### config.mk
export PLATFORM = sky130hd
export DESIGN_NAME = buffer_texto
export DESIGN_NICKNAME = d
export VERILOG_FILES = /design/src/rtl/buffer_texto.sv
export SDC_FILE = /design/constraint.sdc
export NUM_CORES = 1
export LEC_CHECK = 0
export CAP_MARGIN = 30
export CORE_ASPECT_RATIO = 1.25
export CORE_MARGIN = 3
export CORE_UTILIZATION = 60
export DETAILED_ROUTE_END_ITERATION = 7
export HOLD_SLACK_MARGIN = 0.05
export PLACE_DENSITY = 0.79
export SYNTH_ARGS = -nofsm -noshare
export SYNTH_HDL_FRONTEND = slang
export SYNTH_SLANG_ARGS = --single-unit
### constraint.sdc
create_clock -name clk -period 3.1 [get_ports clk]
set_clock_uncertainty 0.2 [all_clocks]
set_input_delay 0.775 -clock clk [delete_from_list [all_inputs] [get_ports clk]]
set_output_delay 0.775 -clock clk [all_outputs]
set_load 0.02 [all_outputs]
### src/rtl/buffer_texto.sv
// buffer_texto: capture buffer fed by the PS/2 receive/translate stage.
// Drops key-release sequences (F0 xx) and E0 prefixes. Between a start
// key and a stop key it stores typed characters, with backspace editing,
// in a small RAM that the display stage reads through a registered port.
module buffer_texto #(
    parameter int          PROFUNDIDAD = 32,
    parameter int          AW          = 5,
    parameter logic [6:0]  COD_ESPACIO = 7'h20
) (
    input  logic          clk,
    input  logic          reset,
    input  logic          dato_listo,
    input  logic [7:0]    datain,
    input  logic [6:0]    traduccion,
    input  logic          validat,
    input  logic          validap,
    input  logic          validab,
    input  logic          iniciar,
    input  logic          terminar,
    input  logic [AW-1:0] rd_addr,
    output logic [6:0]    rd_data,
    output logic [AW:0]   n_chars,
    output logic          capturando,
    output logic          lleno,
    output logic          fin_tick
);

    localparam logic [1:0] ESPERA  = 2'd0;
    localparam logic [1:0] CAPTURA = 2'd1;
    localparam logic [1:0] FIN     = 2'd2;

    localparam logic [AW:0] N_MAX = (AW+1)'(PROFUNDIDAD);
    localparam logic [AW:0] UNO   = (AW+1)'(1);

    logic [1:0]  estado_q, estado_d;
    logic [AW:0] n_chars_q, n_chars_d;
    logic        salta_q, salta_d;
    logic        fin_tick_q, fin_tick_d;
    logic [6:0]  rd_data_q;

    logic        aceptado;
    logic        wr_en;
    logic [6:0]  wr_dato;

    logic [6:0]  mem [PROFUNDIDAD];

    // Byte filter plus capture FSM: decides acceptance, next state, count and write
    always_comb begin
        estado_d   = estado_q;
        n_chars_d  = n_chars_q;
        salta_d    = salta_q;
        fin_tick_d = 1'b0;
        aceptado   = 1'b0;
        wr_en      = 1'b0;
        wr_dato    = traduccion;

        // A byte in reset is never processed, so no write can slip through
        if (reset && dato_listo) begin
            if (datain == 8'hF0) begin
                salta_d = 1'b1;
            end else if (datain == 8'hE0) begin
                salta_d = salta_q;
            end else if (salta_q) begin
                salta_d = 1'b0;            // released key code, discarded
            end else begin
                aceptado = 1'b1;
            end
        end

        if (aceptado) begin
            case (estado_q)
                ESPERA: begin
                    if (iniciar) begin
                        estado_d  = CAPTURA;
                        n_chars_d = '0;
                    end
                end
                CAPTURA: begin
                    if (terminar) begin
                        estado_d   = FIN;
                        fin_tick_d = 1'b1;
                    end else if (iniciar) begin
                        estado_d = CAPTURA;    // start key while capturing is a no-op
                    end else if (validab) begin
                        if (n_chars_q != '0) begin
                            n_chars_d = n_chars_q - UNO;
                        end
                    end else if (validap || validat) begin
                        // A full buffer drops the key and holds the count
                        if (n_chars_q != N_MAX) begin
                            wr_en     = 1'b1;
                            wr_dato   = validap ? COD_ESPACIO : traduccion;
                            n_chars_d = n_chars_q + UNO;
                        end
                    end
                end
                FIN: begin
                    if (iniciar) begin
                        estado_d  = CAPTURA;
                        n_chars_d = '0;
                    end
                end
                default: estado_d = ESPERA;
            endcase
        end
    end

    // Control registers with synchronous active-low reset
    always_ff @(posedge clk) begin
        if (!reset) begin
            estado_q   <= ESPERA;
            n_chars_q  <= '0;
            salta_q    <= 1'b0;
            fin_tick_q <= 1'b0;
        end else begin
            estado_q   <= estado_d;
            n_chars_q  <= n_chars_d;
            salta_q    <= salta_d;
            fin_tick_q <= fin_tick_d;
        end
    end

    // Character RAM write port; contents survive reset
    always_ff @(posedge clk) begin
        if (wr_en) begin
            mem[n_chars_q[AW-1:0]] <= wr_dato;
        end
    end

    // Registered read port; same-edge write to this address returns old data
    always_ff @(posedge clk) begin
        if (!reset) begin
            rd_data_q <= '0;
        end else begin
            rd_data_q <= mem[rd_addr];
        end
    end

    assign rd_data    = rd_data_q;
    assign n_chars    = n_chars_q;
    assign capturando = (estado_q == CAPTURA);
    assign lleno      = (n_chars_q == N_MAX);
    assign fin_tick   = fin_tick_q;

endmodule

# Word-level counts from Yosys, hierarchy flattened
# Memories as Yosys holds them, arrays and structs flattened. A register that Yosys moved wholly into a read port is not among the register bits.
# Cells that the tools add are included.
# word_totals
regBits,10
ramBits,224
in_bits,28
output_inout_bits,16
elab_cells,65
memories,1
# memory_table
name,words,word_bits,rd,rd_ports_with_merged_regs,write_ports,line_no,source
mem,32,7,1,1,1,45,logic [6:0] mem [PROFUNDIDAD];
# op_classes
n_addsub,2
n_eq_ne,13
n_mux,35
n_reduce_logical,10
# op_table
operator,count
2-to-1 mux 7 bit,8
2-to-1 mux 6 bit,7
== test 8 bit (second input constant),2
2-to-1 mux 1 bit,16
case mux 6 bit (2 select lines),1
inequality test 3 x 2 -> 1 bit (second input constant),3
AND reduction 8 bit,1
adder 6 x 1 -> 6 bit (second input constant),1
== test 6 bit (second input constant),1
inequality test 2 bit (second input constant),3
inequality test 6 bit (second input constant),1
nonzero test 6 bit,1
subtractor 6 x 1 -> 6 bit (second input constant),1
2-to-1 mux 2 bit,2
case mux 2 bit (2 select lines),1
AND reduction 3 bit,1
== test 2 x 1 -> 1 bit (second input constant),1
== test 2 bit (second input constant),1
zero test 2 bit,1
inequality test 2 x 1 -> 1 bit (second input constant),1
AND reduction 2 bit,1
nonzero test 2 bit,1
OR reduction 2 bit,1
logical AND 1 bit,1
other kinds (2),2

# Logic depth before layout (Yosys ltp)
# Gate-level depths: netlist (run 1).
# depth
word_depth,10
depth_mapped,6
depth_no_buf,6

# Worst setup path before layout (run 1)
# Ideal clock, no wire load.
# synth_path
kind,input-to-reg
start,input port terminar
end,memory mem[26][0] (enable)
setup_time_ns,0.360
t_arrival_ns,2.374
path_slack_ns,0.166
cell_stages,5
n_path_buf,0
path_cell_list,or3_1 or2_2 nor4_4 nand4b_1 nor2_1
# synth_via
elab_chain_len,5
# synth_rtl
item,line_no,source
start: declaration,19,"input logic terminar,"
2-to-1 mux 1 bit,79,if (terminar) begin
2-to-1 mux 1 bit,71,case (estado_q)
2-to-1 mux 1 bit,70,if (aceptado) begin
2-to-1 mux 1 bit,125,if (wr_en) begin
2-to-1 mux 1 bit (implied by the code),126,mem[n_chars_q[AW-1:0]] <= wr_dato;
end: declaration,45,
# No other way between the ends.

# Worst setup path in the final report (run 1)
# layout_path
start,input port terminar
end,memory mem[31][1] (enable)
# The elaborated chain is that of the path after synthesis.

==> flow_summary.toml, run 1 <==
[run_status]
run_status = "finished clean"

[layout]
nets = 621
final_area_um2 = 11600
seqCellArea_um2 = 7070
multi_input_area_um2 = 2460
synthToLayoutAreaGrowth_pct = 19.9
antenna-diode-count = 0
nFillCells = 913
drive_above_1_share_pct = 29.0

[placement]
dpl.hpwl_um = 13100
place.gp.congestion = 0.774
port_buffers = 43
place_area_um2 = 10900
dpl_worst_slack_ns = -0.324

[sta]
setup_slack_ns = 0.127
rsz0062_at_grt = "no"
drv_slew = 0
hold_viol = 0
slew_headroom_pct = 64.4
period_needed_ns = 2.97
fmax_mhz = 336
worst_slew_pin_slew_ns = 0.531
period_share_pct = 95.9
setup_viol = 0
whs_ns = 0.310

[synthesis]
avgSynthCellArea_um2 = 20.2
synthDistinctLibCells = 43
synth_area_leaders = "edfxtp_1 (70%), mux4_2 (16%), dfxtp_1 (3.5%)"
synth_area_um2 = 9650
yosysTopAreaCell = "edfxtp_1"
synth_flop_cell = "edfxtp_1"
synth_warnings = 0
synth_seq_area_share_pct = 73.2
syn_nets = 510
async_reset_ff_share_pct = 0
netlist_instances = 477
ys_ff_latch = 241
synth_enable_flop_cells = 224
yosysTopAreaCellShare_pct = 69.7

[worst_setup_path]
start_kind = "input port"
cp_data_arrival_time_ns = 2.97
path_class = "input port to flop"
ff2ff_path_depth = 7
endpoint_kind = "flop"
worstPathMaxFanout = 8
worstPathRequired_ns = 3.10
reg2reg_from = "estado_q[1]$_SDFFE_PN0N_"
startpoint = "terminar"

[drt]
wl_per_cell_um = 26.9
wl_um = 21900
via_per_inst = 6.26
drtIter0Drc = 571
vias = 5110
antenna_left = 0
drc = 0
dr.pass1.iters = 6

[job]
maxCapViolCount = 0

[grt]
grt_pass1_vias = 5400
grt-ovfl-total = 0
grt.total_usage_pct = 25.9
grt_max_degree = 57
antenna_found_initial = 0
grt_pass1_wl_um = 33600

[floorplanning]
ioPinCount = 44
die_h_um = 148
initial_core_util_pct = 61.5
rows = 51
core_area_um2 = 15700
die_w_um = 119
dieArea_um2 = 17700

[worst_hold_path]
hold_depth = 1
hp-start = "estado_q[1]$_SDFFE_PN0N_"
hp-class = "flop to flop"

[clock_network]
clockRootBuffer = "clkbuf_16"
path_clk_slew_ns = 0.06
cts-buffers-inserted = 23
clock_sinks = 241
cts_tree = "done"
ctsHtreeMaxLevel = 1
clk_path_buf_depth = 3
clk_latency_ns = 0.50

[power_and_ir_drop]
leakagePower_nw = 3.82
peakVddDrop_uv = 453
power_mw = 6.60
p_per_area_nw_per_um2 = 571
==> power breakdown <==
part           internal (mW)  switching (mW)  leakage (nW)
clock network           1.53            1.11         0.342
logic                  0.202           0.197          1.32
registers               3.56         0.00700          2.15
total                   5.29            1.31          3.82
==> metrics by stage <==
step	setup TNS, ns	instances	util (%)
after global routing	0	816	73.7
final	0	816	73.7
after CTS	0	816	73.7
after detailed placement	-113.27	775	69.2
after floorplan	0	477	-
after global placement	-91.50	775	69.2
==> final cells by class <==
type | instances | area share [%]
Clock buffer | 30 | 5.20
Clock inverter | 11 | 0.887
Timing Repair Buffer | 112 | 9.31
Sequential cell | 241 | 61.1
Tap cell | 212 | 2.29
Multi-Input combinational cell | 210 | 21.2
==> timing repair <==
action | in CTS | in global routing
setup endpoints to repair | 1 | 0
setup buffers | 0 | 0
gates resized for setup | 1 | 0
hold buffers | 0 | 0
==> path summary, 6_finish.rpt <==
path / to / slack, ns
worst min-delay path: fin_tick$_SDFF_PN0_ / 0.31
worst max register to register: mem[31][1]$_DFFE_PP_ / 0.48
worst min register to register: fin_tick$_SDFF_PN0_ / 0.31
worst max-delay path: mem[31][1]$_DFFE_PP_ / 0.13
==> worst max-delay path, cell delays in order <==
cell and delay (ns):
clkdlybuf4s50_1 0.43, or3_1 0.40, or2_2 0.32, nor4_4 0.21, buf_4 0.19, nand4_1 0.25
nor2_1 0.20, buf_4 0.20
==> cells in the final DEF, fill, tap and decap left out, types with 4 or more instances in the layout <==
master           synthesis  layout
edfxtp_1               224     224
mux4_2                  70      70
buf_4                    3      59
nor2_1                  40      40
clkdlybuf4s50_1          0      40
clkbuf_16                0      23
dfxtp_1                 17      17
buf_12                   0      11
and2_1                   9       9
nand2_1                  9       9
a22o_1                   9       9
nor2b_1                  7       7
clkbuf_1                12       7
nand4b_1                 6       6
o21ai_0                  6       6
a21oi_1                  6       6
nand2b_1                 4       4
o21a_1                   4       4
ha_1                     4       4
clkinv_1                 0       4
clkinv_2                 0       4
==> sequential cells by signal, summed over array words and instances (netlist names) <==
| register | count |
|---|---|
| rd_data | 7 |
| fin_tick | 1 |
| estado_q | 2 |
| n_chars | 6 |
| salta_q | 1 |
| mem | 224 |
==> routing by layer <==
layer	routed length, um	vias to the layer above	GRT usage [%]
li1	-	2185	-
met1	8320	2648	36.2
met4	772	0	10.1
met3	1420	47	3.60
met5	0	-	0
met2	11400	230	42.4
==> cells by family (layout without fill, tap and decap cells) <==
kind of cell,after synthesis,in the layout,synth area share [%]
flops,241,241,73.2
compound gates,35,35,2.57
mux,74,74,16.8
xor+xnor,2,2,0.181
simple gates,94,94,5.24
buf+inv,26,153,1.32
fa+ha+maj,5,5,0.726
==> cells in the mapped netlist (2+ instances only) <==
library cell and n:
a211oi_1 2, a21o_1 2, a21oi_1 6, a22o_1 9, and2_1 9, and3b_1 2
buf_1 6, buf_2 3, buf_4 3, buf_6 2, clkbuf_1 12, dfxtp_1 17
edfxtp_1 224, ha_1 4, mux2i_1 3, mux4_2 70, nand2_1 9, nand2b_1 4
nand3_1 2, nand4b_1 6, nor2_1 40, nor2b_1 7, nor3_1 3, nor3b_1 2
o21a_1 4, o21ai_0 6, or2_2 2, or3_1 2, xor2_1 2
Note: power is estimated with default switching activity, not from simulation.
==> inputs of run 2 (changes only) <==
--- a/config.mk
+++ b/config.mk
@@ -8,10 +8,10 @@
 export CAP_MARGIN = 30
 export CORE_ASPECT_RATIO = 1.25
 export CORE_MARGIN = 3
-export CORE_UTILIZATION = 60
+export CORE_UTILIZATION = 40
+export CTS_CLUSTER_SIZE = 16
 export DETAILED_ROUTE_END_ITERATION = 7
 export HOLD_SLACK_MARGIN = 0.05
-export PLACE_DENSITY = 0.79
 export SYNTH_ARGS = -nofsm -noshare
 export SYNTH_HDL_FRONTEND = slang
 export SYNTH_SLANG_ARGS = --single-unit
==> flow_summary.toml, run 2 (synthesis gave the netlist of run 1 again) <==
[grt]
grt_pass1_vias = 5147
grt_pass1_wl_um = 32300
antenna_found_initial = 0
grt_max_degree = 57
grt.total_usage_pct = 16.1
grt-ovfl-total = 0

[drt]
drtIter0Drc = 375
drc = 0
via_per_inst = 5.33
vias = 4931
antenna_left = 0
wl_um = 21000
dr.pass1.iters = 4
wl_per_cell_um = 22.7

[worst_setup_path]
rrSetupSlack_ns = 0.46
cp_slowest_cell = "clkdlybuf4s50_1"
cp_data_arrival_time_ns = 2.97
worstPathRequired_ns = 3.11
slowest_delay_ns = 0.41
path_class = "input port to flop"
crit_top_cell = "buf_4"
start_kind = "input port"
crit_chain = "clkdlybuf4s50_1 -> or3_1 -> or2_2 -> nor4_4 -> buf_4 -> nand4_1 -> nor2_1 -> buf_4"
endpoint_kind = "flop"
ff2ff_path_depth = 6
worstPathMaxFanout = 8

[worst_hold_path]
hp-class = "flop to flop"
hold_depth = 1

[layout]
final_common_cell = "edfxtp_1"
largest_reg_flops = 224
final_cell_mix = "edfxtp_1 (224), mux4_2 (70), buf_4 (58), nor2_1 (40), clkdlybuf4s50_1 (40)"
drive_above_1_share_pct = 29.4
instances_no_fill = 925
synthToLayoutAreaGrowth_pct = 21.9
antenna-diode-count = 0
nets = 621
nFillCells = 1893

[power_and_ir_drop]
pwr-share-clk_pct = 40.9
power.internal_mw = 5.38
combinationalPowerShare_pct = 5.9
switching_power_mw = 1.33
leakagePower_nw = 3.85
peakVddDrop_uv = 369
p_per_area_nw_per_um2 = 570
seqPwrFrac_pct = 53.2
p_sw_share_pct = 19.8

[clock_network]
postCtsHoldBufs = 0
clk_latency_ns = 0.50
cts_tree = "done"
ctsHtreeMaxLevel = 1
clock_sinks = 241
clk_path_buf_depth = 3
clockRootBuffer = "clkbuf_16"
path_clk_slew_ns = 0.07
cts-buffers-inserted = 23

[floorplanning]
die_h_um = 180
rows = 62
ioPinCount = 44
dieArea_um2 = 26000
core_area_um2 = 23300
die_w_um = 145
initial_core_util_pct = 41.3

[placement]
post-place-cells = 883
place.gp.congestion = 0.850
port_buffers = 43
dpl.hpwl_um = 14000
dpl_worst_slack_ns = -0.348

[sta]
period_needed_ns = 2.96
setup_viol = 0
period_share_pct = 95.5
rsz0062_at_grt = "no"
worst_slew_pin_slew_ns = 0.573
slew_headroom_pct = 61.4
tns_ns = 0
fmax_mhz = 338
drv_slew = 0
setup_slack_ns = 0.138
hold_viol = 0

[job]
maxCapViolCount = 0

[run_status]
run_status = "finished clean"
[run 2: cell type report]
class	instances	area, um2	share of cell area [%]
flip-flops and latches	241	7070	60.1
repair buffers	112	1090	9.30
well taps	320	400	3.40
clock inverters	8	97.6	0.830
clock buffers	34	647	5.50
multi-input cells	210	2460	20.9
[run 2: path summary, 6_finish.rpt]
kind,from,end
min,estado_q[1]$_SDFFE_PN0N_,fin_tick$_SDFF_PN0_
min reg2reg,estado_q[1]$_SDFFE_PN0N_,fin_tick$_SDFF_PN0_
max,terminar,mem[28][0]$_DFFE_PP_
max reg2reg,estado_q[0]$_SDFFE_PN0N_,mem[28][0]$_DFFE_PP_
[run 2: repair_timing]
| item | CTS | global route |
|---|---|---|
| endpoints found under the setup margin | 0 | 1 |
| buffers inserted | 0 | 0 |
| resized for setup | 0 | 1 |
| endpoints found under the hold margin | 0 | 0 |
[run 2: worst max-delay path, delay by kind of cell]
| family | cells | cell delay (ns) |
|---|---|---|
| buf+inv | 3 | 0.79 |
| simple gates | 5 | 1.41 |
[run 2: stage by stage]
step / hold WS, ns / utilization, % / power [mW] / area (um2)
global placement: 0.314 / 47.2 / 4.04 / 11000
CTS: 0.327 / 50.4 / 6.77 / 11800
global route: 0.362 / 50.4 / 6.92 / 11800
detailed placement: 0.308 / 47.2 / 4.04 / 11000
floorplan: 0.266 / - / 3.85 / 9650
finish: 0.329 / 50.4 / 6.70 / 11800
[run 2: layer usage]
metal | share of wire, % | vias to the layer above | track usage (%)
met5 | 0 | - | 0
met4 | 1.5 | 0 | 3.19
met3 | 4.8 | 27 | 1.99
met2 | 52 | 141 | 28.2
met1 | 42 | 2578 | 21.9
li1 | - | 2185 | -
[run 2: power groups by stage]
stage | Sequential (mW) | Clock [mW] | Combinational [mW]
final | 3.56 | 2.74 | 0.398
after global placement | 3.63 | 0 | 0.402
after detailed placement | 3.63 | 0 | 0.408
after floorplan | 3.65 | 0 | 0.208
after CTS | 3.56 | 2.79 | 0.409
after global routing | 3.56 | 2.94 | 0.425
==> inputs of run 3 (changes only) <==
--- a/config.mk
+++ b/config.mk
@@ -12,6 +12,7 @@
 export CTS_CLUSTER_SIZE = 16
 export DETAILED_ROUTE_END_ITERATION = 7
 export HOLD_SLACK_MARGIN = 0.05
+export MAX_ROUTING_LAYER = met4
 export SYNTH_ARGS = -nofsm -noshare
 export SYNTH_HDL_FRONTEND = slang
 export SYNTH_SLANG_ARGS = --single-unit
==> flow_summary.toml, run 3 (synthesis gave the netlist of run 1 again) <==
[power_and_ir_drop]
leakagePower_nw = 3.85
peakVddDrop_uv = 369
p_per_area_nw_per_um2 = 570

[worst_hold_path]
hold_depth = 1
hp-start = "estado_q[1]$_SDFFE_PN0N_"
min_to = "fin_tick$_SDFF_PN0_"
hp-class = "flop to flop"

[worst_setup_path]
worstPathRequired_ns = 3.10
path_class = "input port to flop"
ff2ff_path_depth = 7
worstPathMaxFanout = 8
reg2reg_from = "estado_q[1]$_SDFFE_PN0N_"
endpoint_kind = "flop"
cp_data_arrival_time_ns = 2.93
start_kind = "input port"
worstReg2RegEnd = "mem[18][1]$_DFFE_PP_"
rrSetupSlack_ns = 0.50

[layout]
final_cell_mix = "edfxtp_1 (224), mux4_2 (70), buf_4 (58), nor2_1 (40), clkdlybuf4s50_1 (40)"
utilization_pct = 50.4
largest_reg_flops = 224
instances_no_fill = 925
drive_above_1_share_pct = 29.4
synthToLayoutAreaGrowth_pct = 21.9
antenna-diode-count = 0
final_common_cell = "edfxtp_1"
nets = 621

[placement]
place.gp.congestion = 0.864
port_buffers = 43
post-place-cells = 883
dpl.hpwl_um = 14000

[clock_network]
path_clk_slew_ns = 0.07
clock_sinks = 241
clockRootBuffer = "clkbuf_16"
postCtsHoldBufs = 0
cts_tree = "done"
clk_latency_ns = 0.50
cts-buffers-inserted = 23
clk_path_buf_depth = 3
ctsHtreeMaxLevel = 1

[floorplanning]
ioPinCount = 44
dieArea_um2 = 26000
rows = 62
die_h_um = 180
die_w_um = 145
initial_core_util_pct = 41.3
core_area_um2 = 23300

[job]
maxCapViolCount = 0

[sta]
hold_viol = 0
drv_slew = 0
period_share_pct = 94.5
fmax_mhz = 341
slew_headroom_pct = 59.1
worst_slew_pin_slew_ns = 0.614
setup_viol = 0
rsz0062_at_grt = "no"
period_needed_ns = 2.93

[drt]
drtIter0Drc = 417
dr.pass1.iters = 4
vias = 4920
wl_per_cell_um = 22.7
antenna_left = 0
via_per_inst = 5.32
drc = 0
wl_um = 21000

[grt]
grt.total_usage_pct = 16.6
grt_pass1_vias = 5150
grt_pass1_wl_um = 32300
antenna_found_initial = 0
grt-ovfl-total = 0
grt_max_degree = 57

[run_status]
run_status = "finished clean"
==> run 3: cell counts in the layout (fill, tap and decap cells not counted) <==
Identical to the previous run, type by type.
==> run 3: layout make-up <==
cell class	count	area, um2
sequential	241	7070
tap	320	400
timing repair buffer	112	1090
clock inverter	8	97.6
fill	1893	11600
clock buffer	34	647
multi-input combinational	210	2460
==> run 3: worst max-delay path by stage <==
stage                             from              endpoint  slack (ns)  cells after the start
4_1_cts        n_chars[3]$_SDFFE_PN0P_                 lleno        0.06                      3
3_3_place_gp                  terminar  mem[26][5]$_DFFE_PP_       -0.30                      8
2_1_floorplan                 terminar  mem[26][0]$_DFFE_PP_        0.17                      5
6_report                      terminar  mem[18][1]$_DFFE_PP_        0.17                      8
3_5_place_dp                  terminar  mem[21][2]$_DFFE_PP_       -0.35                      8
5_1_grt                       terminar  mem[27][5]$_DFFE_PP_        0.06                      8
==> run 3: critical path, stage by stage <==
cell and delay, ns:
clkdlybuf4s50_1 0.41, or3_1 0.38, or2_2 0.32, nor4_4 0.21, buf_4 0.19, nand3_1 0.22, nor2_1 0.21, buf_4 0.21
==> run 3: routing by layer <==
metal | track usage (%) | share of wire (%) | vias to the layer above | routed length [um]
met4 | 3.19 | 1.3 | 0 | 274
met1 | 22.1 | 42 | 2558 | 8740
met5 | - | 0 | - | 0
met2 | 28.1 | 52 | 154 | 10800
met3 | 1.91 | 5.3 | 21 | 1120
li1 | - | - | 2187 | -
==> run 3: stage by stage <==
stage               setup TNS (ns)  setup WS, ns  power, mW  hold WS (ns)  instance area, um2
finish                           0         0.171       6.70         0.329               11800
global route                     0        0.0605       6.92         0.362               11800
CTS                              0        0.0648       6.77         0.327               11800
floorplan                        0         0.166       3.85         0.266                9650
detailed placement         -102.72        -0.348       4.04         0.308               11000
global placement            -87.76        -0.304       4.04         0.314               11000
==> run 3: where the power goes <==
part / total [mW] / internal [mW] / switching (mW) / leakage, nW
sequential: 3.56 / 3.56 / 0.00607 / 2.15
clock: 2.74 / 1.62 / 1.12 / 0.357
combinational: 0.399 / 0.200 / 0.198 / 1.34
total: 6.70 / 5.38 / 1.32 / 3.85
==> run 3: repair_timing <==
item                                   4_1_cts  5_1_grt
endpoints found under the hold margin        0        0
buffers inserted                             0        0
gates resized for setup                      0        1
setup endpoints to repair                    0        1
